### src/rtl/awhhoh_pkg.sv
// Shared definitions for the awhhoh sequencer and player: state encoding,
// tempo codes and the song length that the player treats as silence.
package awhhoh_pkg;

  typedef enum logic [1:0] {
    IDLE  = 2'd0,
    PLAY  = 2'd1,
    PAUSE = 2'd2,
    DONE  = 2'd3
  } seq_state;

  localparam logic [1:0] TEMPO_NORMAL = 2'b00;
  localparam logic [1:0] TEMPO_HALF   = 2'b01;
  localparam logic [1:0] TEMPO_DOUBLE = 2'b10;

  localparam int AWHHOH_SONG_LEN = 168;

  // A song is "in progress" in PLAY and PAUSE; both keep the step position.
  function automatic logic is_active(input seq_state s);
    return (s == PLAY) || (s == PAUSE);
  endfunction

endpackage

### src/rtl/awhhoh_tempo_divider.sv
// Step timer: counts clock cycles within a step, latches the step period
// from the tempo code at each step start, and reports the step boundary and
// whether the articulation gate is open for the upcoming cycle.
module awhhoh_tempo_divider
  import awhhoh_pkg::*;
#(
  parameter int BEAT_TICKS = 6250000,
  parameter int CW         = $clog2(2 * BEAT_TICKS)
) (
  input  logic          clk,
  input  logic          resetn,
  input  logic          enable,
  input  logic          clear,
  input  logic [1:0]    tempo_sel,
  input  logic [CW-1:0] gap,
  output logic          step_tick,
  output logic          gate_open
);

  // One extra bit so the half-speed period itself is representable.
  localparam int PW = CW + 1;
  localparam logic [PW-1:0] P_NORMAL = PW'(BEAT_TICKS);
  localparam logic [PW-1:0] P_HALF   = PW'(2 * BEAT_TICKS);
  localparam logic [PW-1:0] P_DOUBLE = PW'(BEAT_TICKS / 2);

  logic [CW-1:0] cnt_reg, cnt_next;
  logic [PW-1:0] period_reg, period_next, period_sel;

  // Tempo code to step period; the unused code plays at normal speed.
  always_comb begin
    case (tempo_sel)
      TEMPO_NORMAL: period_sel = P_NORMAL;
      TEMPO_HALF:   period_sel = P_HALF;
      TEMPO_DOUBLE: period_sel = P_DOUBLE;
      default:      period_sel = P_NORMAL;
    endcase
  end

  // Counter/period next state; the gate is judged on the next values so the
  // registered note_gate lines up with the registered beats index.
  always_comb begin
    cnt_next    = cnt_reg;
    period_next = period_reg;
    step_tick   = 1'b0;
    if (clear) begin
      cnt_next    = '0;
      period_next = period_sel;
    end else if (enable) begin
      if ({1'b0, cnt_reg} == (period_reg - PW'(1))) begin
        step_tick   = 1'b1;
        cnt_next    = '0;
        period_next = period_sel;
      end else begin
        cnt_next = cnt_reg + CW'(1);
      end
    end
    gate_open = ({1'b0, cnt_next} < (period_next - {1'b0, gap}));
  end

  // Counter and period registers.
  always_ff @(posedge clk or negedge resetn) begin
    if (!resetn) begin
      cnt_reg    <= '0;
      period_reg <= P_NORMAL;
    end else begin
      cnt_reg    <= cnt_next;
      period_reg <= period_next;
    end
  end

endmodule

### src/rtl/awhhoh_beat_sequencer.sv
// Song step sequencer: play/pause/stop/loop control over an 8-bit step
// index, with a per-step articulation gate and a strobe on each step entry.
module awhhoh_beat_sequencer
  import awhhoh_pkg::*;
#(
  parameter int BEAT_TICKS = 6250000,
  parameter int GAP_TICKS  = 500000,
  parameter int SONG_LEN   = AWHHOH_SONG_LEN
) (
  input  logic       CLOCK_50,
  input  logic       resetn,
  input  logic       start,
  input  logic       stop,
  input  logic       pause,
  input  logic       loop_en,
  input  logic [1:0] tempo_sel,
  output logic [7:0] beats,
  output logic       note_gate,
  output logic       beat_strobe,
  output logic       playing,
  output logic       song_done
);

  localparam int CW = $clog2(2 * BEAT_TICKS);
  localparam logic [7:0] LAST_STEP = 8'(SONG_LEN - 1);
  localparam logic [7:0] DONE_IDX  = 8'(SONG_LEN);

  seq_state   state_reg, state_next;
  logic [7:0] beats_reg, beats_next;
  logic       gate_reg, strobe_reg, strobe_next;
  logic       playing_reg, done_reg, done_next;
  logic       tick_enable, step_tick, gate_open;

  // The counter only advances in an active state with pause low; start and
  // stop restart it instead. The cycle leaving PAUSE counts, the cycle
  // entering it does not, so a pause delays the song by exactly its length.
  assign tick_enable = is_active(state_reg) && !pause && !start && !stop;

  awhhoh_tempo_divider #(
    .BEAT_TICKS(BEAT_TICKS),
    .CW        (CW)
  ) u_divider (
    .clk      (CLOCK_50),
    .resetn   (resetn),
    .enable   (tick_enable),
    .clear    (start | stop),
    .tempo_sel(tempo_sel),
    .gap      (CW'(GAP_TICKS)),
    .step_tick(step_tick),
    .gate_open(gate_open)
  );

  // Next state, step index and pulses; stop beats start beats pause.
  always_comb begin
    state_next  = state_reg;
    beats_next  = beats_reg;
    strobe_next = 1'b0;
    done_next   = 1'b0;
    if (stop) begin
      state_next = IDLE;
      beats_next = '0;
    end else if (start) begin
      state_next  = PLAY;
      beats_next  = '0;
      strobe_next = 1'b1;
    end else begin
      case (state_reg)
        PLAY, PAUSE: begin
          state_next = pause ? PAUSE : PLAY;
          if (step_tick) begin
            if (beats_reg == LAST_STEP) begin
              if (loop_en) begin
                beats_next  = '0;
                strobe_next = 1'b1;
              end else begin
                state_next = DONE;
                beats_next = DONE_IDX;
                done_next  = 1'b1;
              end
            end else begin
              beats_next  = beats_reg + 8'd1;
              strobe_next = 1'b1;
            end
          end
        end
        default: ;
      endcase
    end
  end

  // State and registered outputs.
  always_ff @(posedge CLOCK_50 or negedge resetn) begin
    if (!resetn) begin
      state_reg   <= IDLE;
      beats_reg   <= '0;
      gate_reg    <= 1'b0;
      strobe_reg  <= 1'b0;
      playing_reg <= 1'b0;
      done_reg    <= 1'b0;
    end else begin
      state_reg   <= state_next;
      beats_reg   <= beats_next;
      gate_reg    <= is_active(state_next) && gate_open;
      strobe_reg  <= strobe_next;
      playing_reg <= is_active(state_next);
      done_reg    <= done_next;
    end
  end

  assign beats       = beats_reg;
  assign note_gate   = gate_reg;
  assign beat_strobe = strobe_reg;
  assign playing     = playing_reg;
  assign song_done   = done_reg;

endmodule
### config.mk
export PLATFORM = sky130hd
export DESIGN_NAME = awhhoh_beat_sequencer
export DESIGN_NICKNAME = d
export VERILOG_FILES = /design/src/rtl/awhhoh_pkg.sv /design/src/rtl/awhhoh_tempo_divider.sv /design/src/rtl/awhhoh_beat_sequencer.sv
export SDC_FILE = /design/constraint.sdc
export NUM_CORES = 1
export LEC_CHECK = 0
export CORE_MARGIN = 2
export CORE_UTILIZATION = 40
export DETAILED_ROUTE_END_ITERATION = 7
export DONT_BUFFER_PORTS = 1
export PLACE_DENSITY_LB_ADDON = 0.12
export REMOVE_ABC_BUFFERS = 1
export SLEW_MARGIN = 20
export SYNTH_ARGS = -nofsm -noshare
export SYNTH_HDL_FRONTEND = slang
export SYNTH_SLANG_ARGS = --single-unit
export TNS_END_PERCENT = 10
### constraint.sdc
create_clock -name CLOCK_50 -period 7 [get_ports CLOCK_50]
set_input_delay 1.4 -clock CLOCK_50 [delete_from_list [all_inputs] [get_ports CLOCK_50]]
set_output_delay 1.4 -clock CLOCK_50 [all_outputs]
set_load 0.005 [all_outputs]
==> impl_metrics.ini <==
[timing]
slew_headroom_pct = 29.1
setup_viol = 0
max_freq_mhz = 167
hold_slack_ns = 0.506
finalCriticalPeriod_ns = 5.98
maxSlewViolCount = 0
skew_ns = 0.00578
setup-tns-final_ns = 0
hold_violations = 0
tightest_slew_ns = 1.05
rsz0062_at_grt = no
period_share_pct = 85.5

[placement]
place_congestion = 0.866
numPortBuffers = 0
place_area_um2 = 4850
dp.cells = 673
dp.final_hpwl_mm = 9.15

[global_route]
overflow = 0
grt_pass1_wl_mm = 20.3
grt_max_degree = 64
antenna_found_initial = 0
grt_pass1_vias = 3831
track_usage_pct = 20.4

[synthesis]
yosys.area_share.simple_pct = 27.0
synthAdderAreaFrac_pct = 7.87
synth_edf_count = 0
synth-seq-cells = 63
muxShareOfSynthArea_pct = 1.73
yosys.area.top_type = dfrtp_1
synth_xor_area_share_pct = 13.2
synth-compound-area-share_pct = 11.5
synthCells = 552
synth_top_family_by_area = simple AND/OR/NAND/NOR gates
post-synth-top-count-cell = nor2_1
synth_cell_types = 71
synth_warnings = 0
ys_top_cells_by_area = dfrtp_1 (27%), ha_1 (7.9%), xnor2_1 (6.8%)
netlist_area_um2 = 4770
ys.flop_type = dfrtp_1
yosysTopAreaCellShare_pct = 26.8
synth_common_cells = nor2_1 (62), nand2_1 (54), dfrtp_1 (51)
async_flop_share_pct = 100
seq_area_frac_synth_pct = 33.4
avgSynthCellArea_um2 = 8.64

[detailed_routing]
wirelength_mm = 12.2
firstDrtPassIters = 4
antenna_left = 0
dr.first_iter.drc_count = 234
wl_per_cell_um = 17.7
via_per_inst = 5.62
vias = 3874
drc = 0

[die]
initial_core_util_pct = 41.4
ioPinCount = 20
dieArea_um2 = 12800
num_rows = 39
die_w_um = 113
core-area_um2 = 11500
die_h_um = 113

[critical_path]
cp_common_cell = ha_1
worstPathRequired_ns = 7.23
start_kind = register
path_cells = inv_1 > ha_1 > or4b_4 > nor3_1 > xnor2_1 > o2111ai_1 > nor4b_2 > nand4_1 > and2_1 > a21oi_1 > ha_1 > inv_1 > o21ai_0 > nand2_1 > a21oi_1 > nor2b_1 > a211oi_1 > nor3b_2 > ha_1 > nand4_1 > a311o_1 > a31oi_1 > nor3_1 > o21a_1
crit_family = simple AND/OR/NAND/NOR gates
timing.rr.start = u_divider.period_reg[0]$_DFF_PN0_
critPathBufInv = 2
worstRegToRegCells = 24
crit_arrival_ns = 6.21
crit_path_end = note_gate$_DFF_PN0_
cp_num_cells = 24
cpPeakStageDelay_ns = 0.54
worst-setup-path-type = reg2reg
startpoint = u_divider.period_reg[0]$_DFF_PN0_
slowest_stage = or4b_4
path_max_fanout = 13
endpoint_kind = register
regToRegEndpoint = note_gate$_DFF_PN0_
r2r_slack_ns = 1.02

[pwr]
p_total_mw = 1.06
irDropWorstVdd_mv = 0.0923
p_leak_nw = 2.20
p_per_area_nw_per_um2 = 204

[final_layout]
fin_area_um2 = 5210
layout-drive-gt1-share_pct = 10.3
largest_reg_flops = 25
area_delta_synth_final_pct = 9.18
final_cells = 689
diodes = 0
fillCellCount = 1140
multiInputGateArea_um2 = 2930
nets = 579
final-seq-area_um2 = 1590

[job]
cap_violations = 0

[clock_network]
numCtsBuffers = 9
clk_path_buf_depth = 2
cts-resized-gates = 0
htreeDepth = 3
post-cts-setup-buffers = 0
cts_hold_buf = 0
cts_root_buf = clkbuf_16
cts_sinks = 63
cts_tree = done
cts.clk_slew.worst_paths_ns = 0.06
clock_latency_ns = 0.34

[run_status]
status = finished, final reports clean

[hold_path]
min_path_type = reg2reg
-- layout by cell type (no fill, tap or decap), drive strengths merged, types with 6 or more instances in the layout --
| cell type | count |
|---|---|
| nor2 | 62 |
| nand2 | 55 |
| dfrtp | 51 |
| xnor2 | 37 |
| xor2 | 35 |
| ha | 30 |
| inv | 27 |
| a21oi | 25 |
| nand3 | 20 |
| nor3 | 19 |
| o21ai | 18 |
| nand4 | 16 |
| nor4 | 13 |
| dfstp | 12 |
| clkbuf | 9 |
| nor2b | 7 |
| nand2b | 7 |
| a211oi | 7 |
| or2 | 6 |
| and3 | 6 |
| mux2i | 6 |
| or3 | 6 |
-- power breakdown --
part	total, mW	internal [mW]	switching (mW)	leakage (nW)
Clock	0.551	0.382	0.169	0.179
Sequential	0.396	0.378	0.0180	0.823
Combinational	0.115	0.0469	0.0677	1.20
-- cell families after synthesis --
family / count (synthesis)
and+or+nand+nor: 242
AOI/OAI and AO/OA: 83
xor gates and xnor gates: 72
DFF: 63
buffers and inverters: 54
adders and majority gates: 30
muxes: 8
-- stage by stage --
stage,utilization [%],setup WS [ns]
2_1_floorplan,-,0.550
3_3_place_gp,42.1,1.01
3_5_place_dp,42.1,0.853
4_1_cts,45.2,1.01
5_1_grt,45.2,0.464
6_report,45.2,1.02
-- routing by layer --
layer	share of wire (%)	vias to the layer above	track usage, %	wire [um]
li1	-	1909	-	-
met4	3.0	0	9.84	362
met2	44	61	30.3	5380
met5	0	-	0	0
met3	3.4	24	3.43	413
met1	49	1880	28.9	6030
-- area by class of cell --
cell class / instances / area share (%)
multi-input combinational: 435 / 56.2
clock buffer: 9 / 4.32
inverter: 27 / 1.95
sequential: 63 / 30.6
clock inverter: 7 / 2.59
timing repair buffer: 5 / 0.961
tap: 143 / 3.44
-- worst reg2reg max path, delay by kind of cell (launching register included) --
| family | cells | cell delay [ns] |
|---|---|---|
| simple gates | 10 | 2.34 |
| compound gates | 8 | 2.03 |
| xor+xnor | 1 | 0.19 |
| fa+ha+maj | 3 | 0.72 |
| flops | 1 | 0.44 |
| buf+inv | 2 | 0.16 |
-- worst min-delay path by stage --
stage                                      start                                end  depth (start not counted)
5_1_grt        u_divider.period_reg[4]$_DFF_PN1_  u_divider.period_reg[4]$_DFF_PN1_                          2
4_1_cts        u_divider.period_reg[4]$_DFF_PN1_  u_divider.period_reg[4]$_DFF_PN1_                          2
3_3_place_gp   u_divider.period_reg[4]$_DFF_PN1_  u_divider.period_reg[4]$_DFF_PN1_                          2
3_5_place_dp   u_divider.period_reg[4]$_DFF_PN1_  u_divider.period_reg[4]$_DFF_PN1_                          2
6_report       u_divider.period_reg[4]$_DFF_PN1_  u_divider.period_reg[4]$_DFF_PN1_                          2
2_1_floorplan  u_divider.period_reg[4]$_DFF_PN1_  u_divider.period_reg[4]$_DFF_PN1_                          2
Power figures use the tool's default switching activity.
